===== src/rtl/log_tap_mac_if.sv =====
// Term/result bus for log_tap_mac: one log-domain product term in per cycle,
// one saturated frame sum out per frame. No back-pressure.
interface log_tap_mac_if #(
  parameter int WIDTH     = 16,
  parameter int LOG_WIDTH = 17
);
  logic                 in_valid;
  logic                 in_first;
  logic                 in_last;
  logic [LOG_WIDTH-1:0] log_weight;
  logic                 log_weight_sign;
  logic                 log_weight_valid;
  logic [LOG_WIDTH-1:0] log_x;
  logic                 log_x_sign;
  logic                 log_x_valid;
  logic [WIDTH-1:0]     y_out;
  logic                 y_valid;
  logic                 frame_err;

  modport master (
    output in_valid, in_first, in_last,
    output log_weight, log_weight_sign, log_weight_valid,
    output log_x, log_x_sign, log_x_valid,
    input  y_out, y_valid, frame_err
  );

  modport slave (
    input  in_valid, in_first, in_last,
    input  log_weight, log_weight_sign, log_weight_valid,
    input  log_x, log_x_sign, log_x_valid,
    output y_out, y_valid, frame_err
  );
endinterface


===== src/rtl/log_tap_mac.sv =====
// Log-domain multiply-accumulate for the log-TFLAF tap chain.
// Products are formed by adding log2 magnitudes and taking a Mitchell
// antilog, then summed over a frame and saturated to WIDTH bits.
// Optional build macro LOG_TAP_MAC_ROUND_EN: antilog right shifts round
// half-up instead of truncating.
module log_tap_mac #(
  parameter int WIDTH     = 16,
  parameter int QP        = 12,
  parameter int LOG_WIDTH = 17,
  parameter int MAX_TAPS  = 32,
  parameter int GUARD     = 5
) (
  input logic           clk,
  input logic           reset,
  log_tap_mac_if.slave  bus
);

  localparam int ACC_W  = WIDTH + GUARD;
  localparam int LSUM_W = LOG_WIDTH + 1;
  localparam int IW     = LSUM_W - 12;
  localparam int SH_OFF = QP - 12;
  localparam int CNT_W  = $clog2(MAX_TAPS + 2);

  localparam logic [63:0]             MAX_MAG64 = (64'd1 << (ACC_W - 1)) - 64'd1;
  localparam logic signed [ACC_W-1:0] SAT_HI    = ACC_W'((2 ** (WIDTH - 1)) - 1);
  localparam logic signed [ACC_W-1:0] SAT_LO    = ~SAT_HI;

  typedef enum logic {IDLE, ACC} state_t;

  logic              s1_valid, s1_first, s1_last, s1_psign, s1_pzero;
  logic [LSUM_W-1:0] s1_lsum;

  logic                    s2_valid, s2_first, s2_last;
  logic signed [ACC_W-1:0] s2_term;

  logic signed [IW-1:0]    int_part;
  logic signed [IW:0]      sh;
  logic signed [IW:0]      neg_sh;
  logic [12:0]             mant;
  logic [63:0]             mant_wide;
  logic [63:0]             shifted;
  logic [ACC_W-1:0]        mag;
  logic signed [ACC_W-1:0] term;
`ifdef LOG_TAP_MAC_ROUND_EN
  logic [63:0]             ext_r;
`endif

  state_t                  state;
  logic signed [ACC_W-1:0] acc;
  logic [CNT_W-1:0]        tap_count;
  logic                    emit;
  logic [WIDTH-1:0]        y_sat;

  // S1: log-domain multiply (add exponents) and product sign/zero flags
  always_ff @(posedge clk or negedge reset) begin
    if (!reset) begin
      s1_valid <= 1'b0;
      s1_first <= 1'b0;
      s1_last  <= 1'b0;
      s1_psign <= 1'b0;
      s1_pzero <= 1'b1;
      s1_lsum  <= '0;
    end else begin
      s1_valid <= bus.in_valid;
      s1_first <= bus.in_first;
      s1_last  <= bus.in_last;
      s1_psign <= bus.log_weight_sign ^ bus.log_x_sign;
      s1_pzero <= ~(bus.log_weight_valid & bus.log_x_valid);
      s1_lsum  <= {bus.log_weight[LOG_WIDTH-1], bus.log_weight}
                + {bus.log_x[LOG_WIDTH-1], bus.log_x};
    end
  end

  // S2 datapath: Mitchell antilog by shifting 1.frac, clamp, then apply sign
  always_comb begin
    int_part  = s1_lsum[LSUM_W-1:12];
    mant      = {1'b1, s1_lsum[11:0]};
    mant_wide = 64'(mant);
    sh        = {int_part[IW-1], int_part} + (IW + 1)'(SH_OFF);
    neg_sh    = -sh;
    shifted   = '0;
`ifdef LOG_TAP_MAC_ROUND_EN
    ext_r     = '0;
`endif
    if (sh >= 0) begin
      shifted = mant_wide << sh;
    end else begin
`ifdef LOG_TAP_MAC_ROUND_EN
      ext_r   = {mant_wide[62:0], 1'b0} >> neg_sh;
      shifted = {1'b0, ext_r[63:1]} + {63'd0, ext_r[0]};
`else
      shifted = mant_wide >> neg_sh;
`endif
    end
    if (shifted > MAX_MAG64) begin
      mag = MAX_MAG64[ACC_W-1:0];
    end else begin
      mag = shifted[ACC_W-1:0];
    end
    if (s1_pzero) begin
      term = '0;
    end else if (s1_psign) begin
      term = ACC_W'(0) - mag;
    end else begin
      term = mag;
    end
  end

  // S2 register: linear product term plus framing flags
  always_ff @(posedge clk or negedge reset) begin
    if (!reset) begin
      s2_valid <= 1'b0;
      s2_first <= 1'b0;
      s2_last  <= 1'b0;
      s2_term  <= '0;
    end else begin
      s2_valid <= s1_valid;
      s2_first <= s1_first;
      s2_last  <= s1_last;
      s2_term  <= term;
    end
  end

  // S3: framing FSM, accumulator and tap counter; stray or overlong terms flag frame_err
  always_ff @(posedge clk or negedge reset) begin
    if (!reset) begin
      state         <= IDLE;
      acc           <= '0;
      tap_count     <= '0;
      emit          <= 1'b0;
      bus.frame_err <= 1'b0;
    end else begin
      emit          <= 1'b0;
      bus.frame_err <= 1'b0;
      if (s2_valid) begin
        case (state)
          IDLE: begin
            if (s2_first) begin
              acc       <= s2_term;
              tap_count <= CNT_W'(1);
              if (s2_last) begin
                emit <= 1'b1;
              end else begin
                state <= ACC;
              end
            end else begin
              bus.frame_err <= 1'b1;
            end
          end
          ACC: begin
            if (s2_first) begin
              acc           <= s2_term;
              tap_count     <= CNT_W'(1);
              bus.frame_err <= 1'b1;
            end else begin
              acc <= acc + s2_term;
              if (tap_count <= CNT_W'(MAX_TAPS)) begin
                tap_count <= tap_count + CNT_W'(1);
              end
              if (tap_count == CNT_W'(MAX_TAPS)) begin
                bus.frame_err <= 1'b1;
              end
            end
            if (s2_last) begin
              emit  <= 1'b1;
              state <= IDLE;
            end
          end
          default: state <= IDLE;
        endcase
      end
    end
  end

  // Saturate the wide accumulator to the WIDTH-bit output range
  always_comb begin
    if (acc > SAT_HI) begin
      y_sat = SAT_HI[WIDTH-1:0];
    end else if (acc < SAT_LO) begin
      y_sat = SAT_LO[WIDTH-1:0];
    end else begin
      y_sat = acc[WIDTH-1:0];
    end
  end

  // Output register: load the saturated sum once per completed frame, hold otherwise
  always_ff @(posedge clk or negedge reset) begin
    if (!reset) begin
      bus.y_out   <= '0;
      bus.y_valid <= 1'b0;
    end else begin
      bus.y_valid <= emit;
      if (emit) begin
        bus.y_out <= y_sat;
      end
    end
  end

endmodule


===== src/flat_wrapper.sv =====
// flat-port wrapper written by rule: the top's interface ports become plain ports
module log_tap_mac_flat 
#(
  parameter int WIDTH     = 16,
  parameter int QP        = 12,
  parameter int LOG_WIDTH = 17,
  parameter int MAX_TAPS  = 32,
  parameter int GUARD     = 5
)
  (clk, reset, bus_in_valid, bus_in_first, bus_in_last, bus_log_weight, bus_log_weight_sign, bus_log_weight_valid, bus_log_x, bus_log_x_sign, bus_log_x_valid, bus_y_out, bus_y_valid, bus_frame_err);
  log_tap_mac_if #(.WIDTH(WIDTH), .LOG_WIDTH(LOG_WIDTH)) bus_i ();
  input logic clk;
  input logic reset;
  input wire logic [$bits(bus_i.in_valid)-1:0] bus_in_valid;
  input wire logic [$bits(bus_i.in_first)-1:0] bus_in_first;
  input wire logic [$bits(bus_i.in_last)-1:0] bus_in_last;
  input wire logic [$bits(bus_i.log_weight)-1:0] bus_log_weight;
  input wire logic [$bits(bus_i.log_weight_sign)-1:0] bus_log_weight_sign;
  input wire logic [$bits(bus_i.log_weight_valid)-1:0] bus_log_weight_valid;
  input wire logic [$bits(bus_i.log_x)-1:0] bus_log_x;
  input wire logic [$bits(bus_i.log_x_sign)-1:0] bus_log_x_sign;
  input wire logic [$bits(bus_i.log_x_valid)-1:0] bus_log_x_valid;
  output wire logic [$bits(bus_i.y_out)-1:0] bus_y_out;
  output wire logic [$bits(bus_i.y_valid)-1:0] bus_y_valid;
  output wire logic [$bits(bus_i.frame_err)-1:0] bus_frame_err;
  assign bus_i.in_valid = bus_in_valid;
  assign bus_i.in_first = bus_in_first;
  assign bus_i.in_last = bus_in_last;
  assign bus_i.log_weight = bus_log_weight;
  assign bus_i.log_weight_sign = bus_log_weight_sign;
  assign bus_i.log_weight_valid = bus_log_weight_valid;
  assign bus_i.log_x = bus_log_x;
  assign bus_i.log_x_sign = bus_log_x_sign;
  assign bus_i.log_x_valid = bus_log_x_valid;
  assign bus_y_out = bus_i.y_out;
  assign bus_y_valid = bus_i.y_valid;
  assign bus_frame_err = bus_i.frame_err;
  log_tap_mac #(.WIDTH(WIDTH), .QP(QP), .LOG_WIDTH(LOG_WIDTH), .MAX_TAPS(MAX_TAPS), .GUARD(GUARD)) u_core (.clk(clk), .reset(reset), .bus(bus_i));
endmodule

===== config.mk =====
export PLATFORM = sky130hd
export DESIGN_NAME = log_tap_mac_flat
export DESIGN_NICKNAME = d
export VERILOG_FILES = /design/src/rtl/log_tap_mac_if.sv /design/src/rtl/log_tap_mac.sv /design/src/flat_wrapper.sv
export SDC_FILE = /design/constraint.sdc
export NUM_CORES = 1
export LEC_CHECK = 0
export ABC_CLOCK_PERIOD_IN_PS = 7500
export BUFFER_PORTS_ARGS = -buffer_cell sky130_fd_sc_hd__buf_2
export CAP_MARGIN = 20
export CORE_AREA = 2 2 125 127
export DETAILED_ROUTE_END_ITERATION = 12
export DIE_AREA = 0 0 127 129
export HOLD_SLACK_MARGIN = 0.1
export PLACE_DENSITY = 0.83
export SETUP_SLACK_MARGIN = 0.02
export SYNTH_ARGS = -nofsm -noshare
export SYNTH_HDL_FRONTEND = slang
export SYNTH_SLANG_ARGS = --single-unit

===== constraint.sdc =====
create_clock -name clk -period 7.5 [get_ports clk]
set_clock_uncertainty 0.2 [all_clocks]
set_input_delay 0.75 -clock clk [delete_from_list [all_inputs] [get_ports clk]]
set_output_delay 0.75 -clock clk [all_outputs]
set_load 0.05 [all_outputs]

==> summary.txt <==
Synth
  • Mapped Nets: 1015
  • Yosys cell types: 94
  • Mapped cell area: roughly 8000 um2
  • Post-synth EDFFs: 0
  • Cells after synthesis: just over 900
  • Area share of the largest cell type after synthesis: 29.2%
  • Ys async rst share: 100%
  • Leading area contributor after synthesis: dfrtp_1
  • Register area share after synthesis: 29.6%
  • Count leader, synth: dfrtp_1
  • Commonest cells in the netlist: 93 x dfrtp_1, 85 x a21oi_1, 85 x nor2_1, 75 x nand2_1, 55 x o21ai_0
  • Yosys warnings: 0
  • Register bit total from synthesis: 94
  • Syn Area/Cell: 8.58 um2
  • Synth area leaders: dfrtp_1 29%, ha_1 6.6%, a21oi_1 5.3%
  • Predominant post-synthesis flop cell: dfrtp_1

Clock tree
  • Worst skew pair latency: 0.35 ns
  • TritonCTS buffer count: 9
  • Clock transition at the registers of the reported paths: 0.07 ns
  • CTS max path bufs: 2
  • Htree depth: 3
  • Post-CTS Setup Inserts: 0
  • CTS tree: yes
  • Root buffer cell: clkbuf_16
  • # clock sinks: 94
  • CTS Hold Bufs: 0
  • CTS resizes: 0

Floorplanning
  • Io pins: between 60 and 70
  • Initial core utilization: 53.2%
  • Die H: 129 um
  • Row count: 45
  • Die Width: around 130 um
  • Core area: 15000 um2
  • Die area: between 15000 and 20000 um2

Placed design
  • Post-DP Area: 8270 um2
  • PortBufs: 60
  • Hpwl dp: 14100 um
  • Placed cell count: 1122
  • RD Place Congestion: between 0.9 and 1

STA
  • Final Cycle Share: 74.4%
  • RSZ-0062 raised after global routing: false
  • Slew HR: 29.7%
  • Worst Tran Pin Value: roughly 1.1 ns
  • Min cycle time layout: 5.58 ns
  • WHS: between 0.15 and 0.2 ns
  • Final hold vios: 0
  • Setup violations, final: 0
  • Final Max Tran Viols: 0
  • Final setup TNS: 0 ns
  • Max frequency: 179 MHz

Route
  • Antenna Nets Post-Route: 0
  • Drc violations: 0
  • Post-Route WL: 20000 um
  • Vias: around 7500
  • Drt initial violations: 775
  • Drt wl/cell: 17.6 um
  • DR vias/cell: 6.56
  • Pre-antenna DRT Iters: 5

Power
  • Sw frac: 45.6%
  • Switching power: between 1 and 1.5 mW
  • Power per cell area: 284 nW/um2
  • Clock power frac: 18.4%
  • P_int: 1.32 mW
  • Design Power: 2.43 mW
  • Leakage power: 3.63 nW
  • Combinational share of power: about half
  • Worst vdd ir: 0.158 mV
  • Sequential share of power: 31.1%

Critical path
  • CP max stage cell: dfrtp_2
  • Arr. time, crit path: roughly 5.7 ns
  • Slowest stage delay, CP: 1.04 ns
  • Worst R2R Start: u_core.s1_lsum[12]
  • R2r setup slk: 1.92 ns
  • Critical Path Source: u_core.s1_lsum[12]
  • Worst endpoint required time: 7.58 ns
  • CP Cell Sequence: clkinv_1 -> ha_1 -> mux2_2 -> o2111ai_1 -> o211ai_1 -> a221oi_2 -> and2_1 -> ha_1 -> nand4_1 -> nor4_1 -> nand3_1 -> nand3b_1 -> a31oi_1
  • Worst Path Max Fanout: 50
  • Critical path class: reg2reg
  • Nature of the critical path startpoint: flip-flop
  • CP most frequent cell: ha_1
  • Element type at the critical path end: flip-flop

Layout
  • Area grow syn2layout: 7.54%
  • Fin nets: 1033
  • Post-Layout Inst Area: between 8000 and 9000 um2
  • Antenna cell count: 0
  • Share of post-route cells with drive strength above 1: 14.2%
  • Non-filler instance count after layout: approximately 1100

Global routing
  • GR peak layer: met2
  • Largest net degree at the start of global routing: 51
  • First-pass GRT wire length: 33200 um
  • Met3 usage: 4.20%
  • Gr ovfl total: 0
  • Total track usage: 25.0%
  • Initial antenna violation count: 0
  • Via count of the first global-routing pass: 6918
  • M2 GR Usage: 43.1%
  • Met1 GRT Util: 31.0%

Status
  • Status: finished, final reports clean

Flow run
  • Total of max-cap violations: 0

Worst hold path
  • HP Class: reg2reg
  • Worst hold start: u_core.s1_last
## worst max-delay path: cells and delay by family, from the launching register on
family                   cells  cell delay (ns)
buffers and inverters        1             0.53
adder cells (fa/ha/maj)      2             1.05
AO/OA/AOI/OAI                4             0.82
flip-flops                   1             1.04
AND/OR/NAND/NOR              5             1.43
multiplexers                 1             0.41
## cell usage in the layout (no fill, tap or decap), drive strengths merged, types with 15 or more instances in the layout
| cell type | n |
|---|---|
| buf | 68 |
| ha | 42 |
| a21o | 15 |
| a21oi | 85 |
| mux4 | 17 |
| dfrtp | 93 |
| nand3 | 25 |
| nor2 | 86 |
| inv | 25 |
| mux2i | 20 |
| xnor2 | 21 |
| nand2 | 76 |
| o21ai | 59 |
| nor3 | 25 |
## flip-flops by register name (all words and copies together), names as in the netlist
name	cells
u_core.acc	21
u_core.s2_term	21
u_core.s1_lsum	18
u_core.bus.y_out	16
u_core.tap_count	6
u_core.bus.frame_err	1
u_core.bus.y_valid	1
u_core.emit	1
u_core.s1_first	1
u_core.s1_last	1
u_core.s1_psign	1
u_core.s1_pzero	1
u_core.s1_valid	1
u_core.s2_first	1
u_core.s2_last	1
u_core.s2_valid	1
u_core.state	1
## worst paths after layout
path                                       endpoint  cells past startpoint
worst max-delay path             u_core.s2_term[18]                     13
worst min-delay path                 u_core.s2_last                      0
worst max register to register   u_core.s2_term[18]                     13
worst min register to register       u_core.s2_last                      0
max in group asynchronous         u_core.s2_term[6]                      2
min in group asynchronous       u_core.tap_count[2]                      1
## power groups by stage
| stage | registers [mW] | logic, mW | clock network, mW |
|---|---|---|---|
| floorplan | 0.758 | 0.943 | 0 |
| global placement | 0.755 | 1.18 | 0 |
| detailed placement | 0.761 | 1.20 | 0 |
| CTS | 0.751 | 1.21 | 0.458 |
| global route | 0.772 | 1.35 | 0.474 |
| finish | 0.757 | 1.23 | 0.449 |
## kinds of logic after synthesis
kind of cell             Yosys count  share of synthesized area (%)
XOR/XNOR                          29                           3.19
multiplexers                      51                           9.59
AND/OR/NAND/NOR                  317                           20.2
adder cells (fa/ha/maj)           44                           7.10
AO/OA/AOI/OAI                    304                           25.5
buffers and inverters             89                           4.89
flip-flops                        94                           29.6
## per-layer routing
layer	wire [um]	part of all wire (%)	vias up
met2	9720	48	343
met5	0	0	-
met3	1440	7.2	72
li1	-	-	3528
met1	8230	41	3525
met4	665	3.3	0
## metrics by stage
stage,util (%),worst slack (ns)
floorplan,-,3.18
global placement,55.2,2.10
detailed placement,55.2,2.01
CTS,57.1,1.98
global route,57.2,1.39
finish,57.2,1.92
## area by class of cell
class	count	area, um2
tap	188	235
inverter	28	105
clock inverter	5	42.5
clock buffer	11	243
timing repair buffer	68	363
fill	1296	6410
sequential	94	2350
multi-input combinational	745	5220
(Power assumes the default switching activity.)
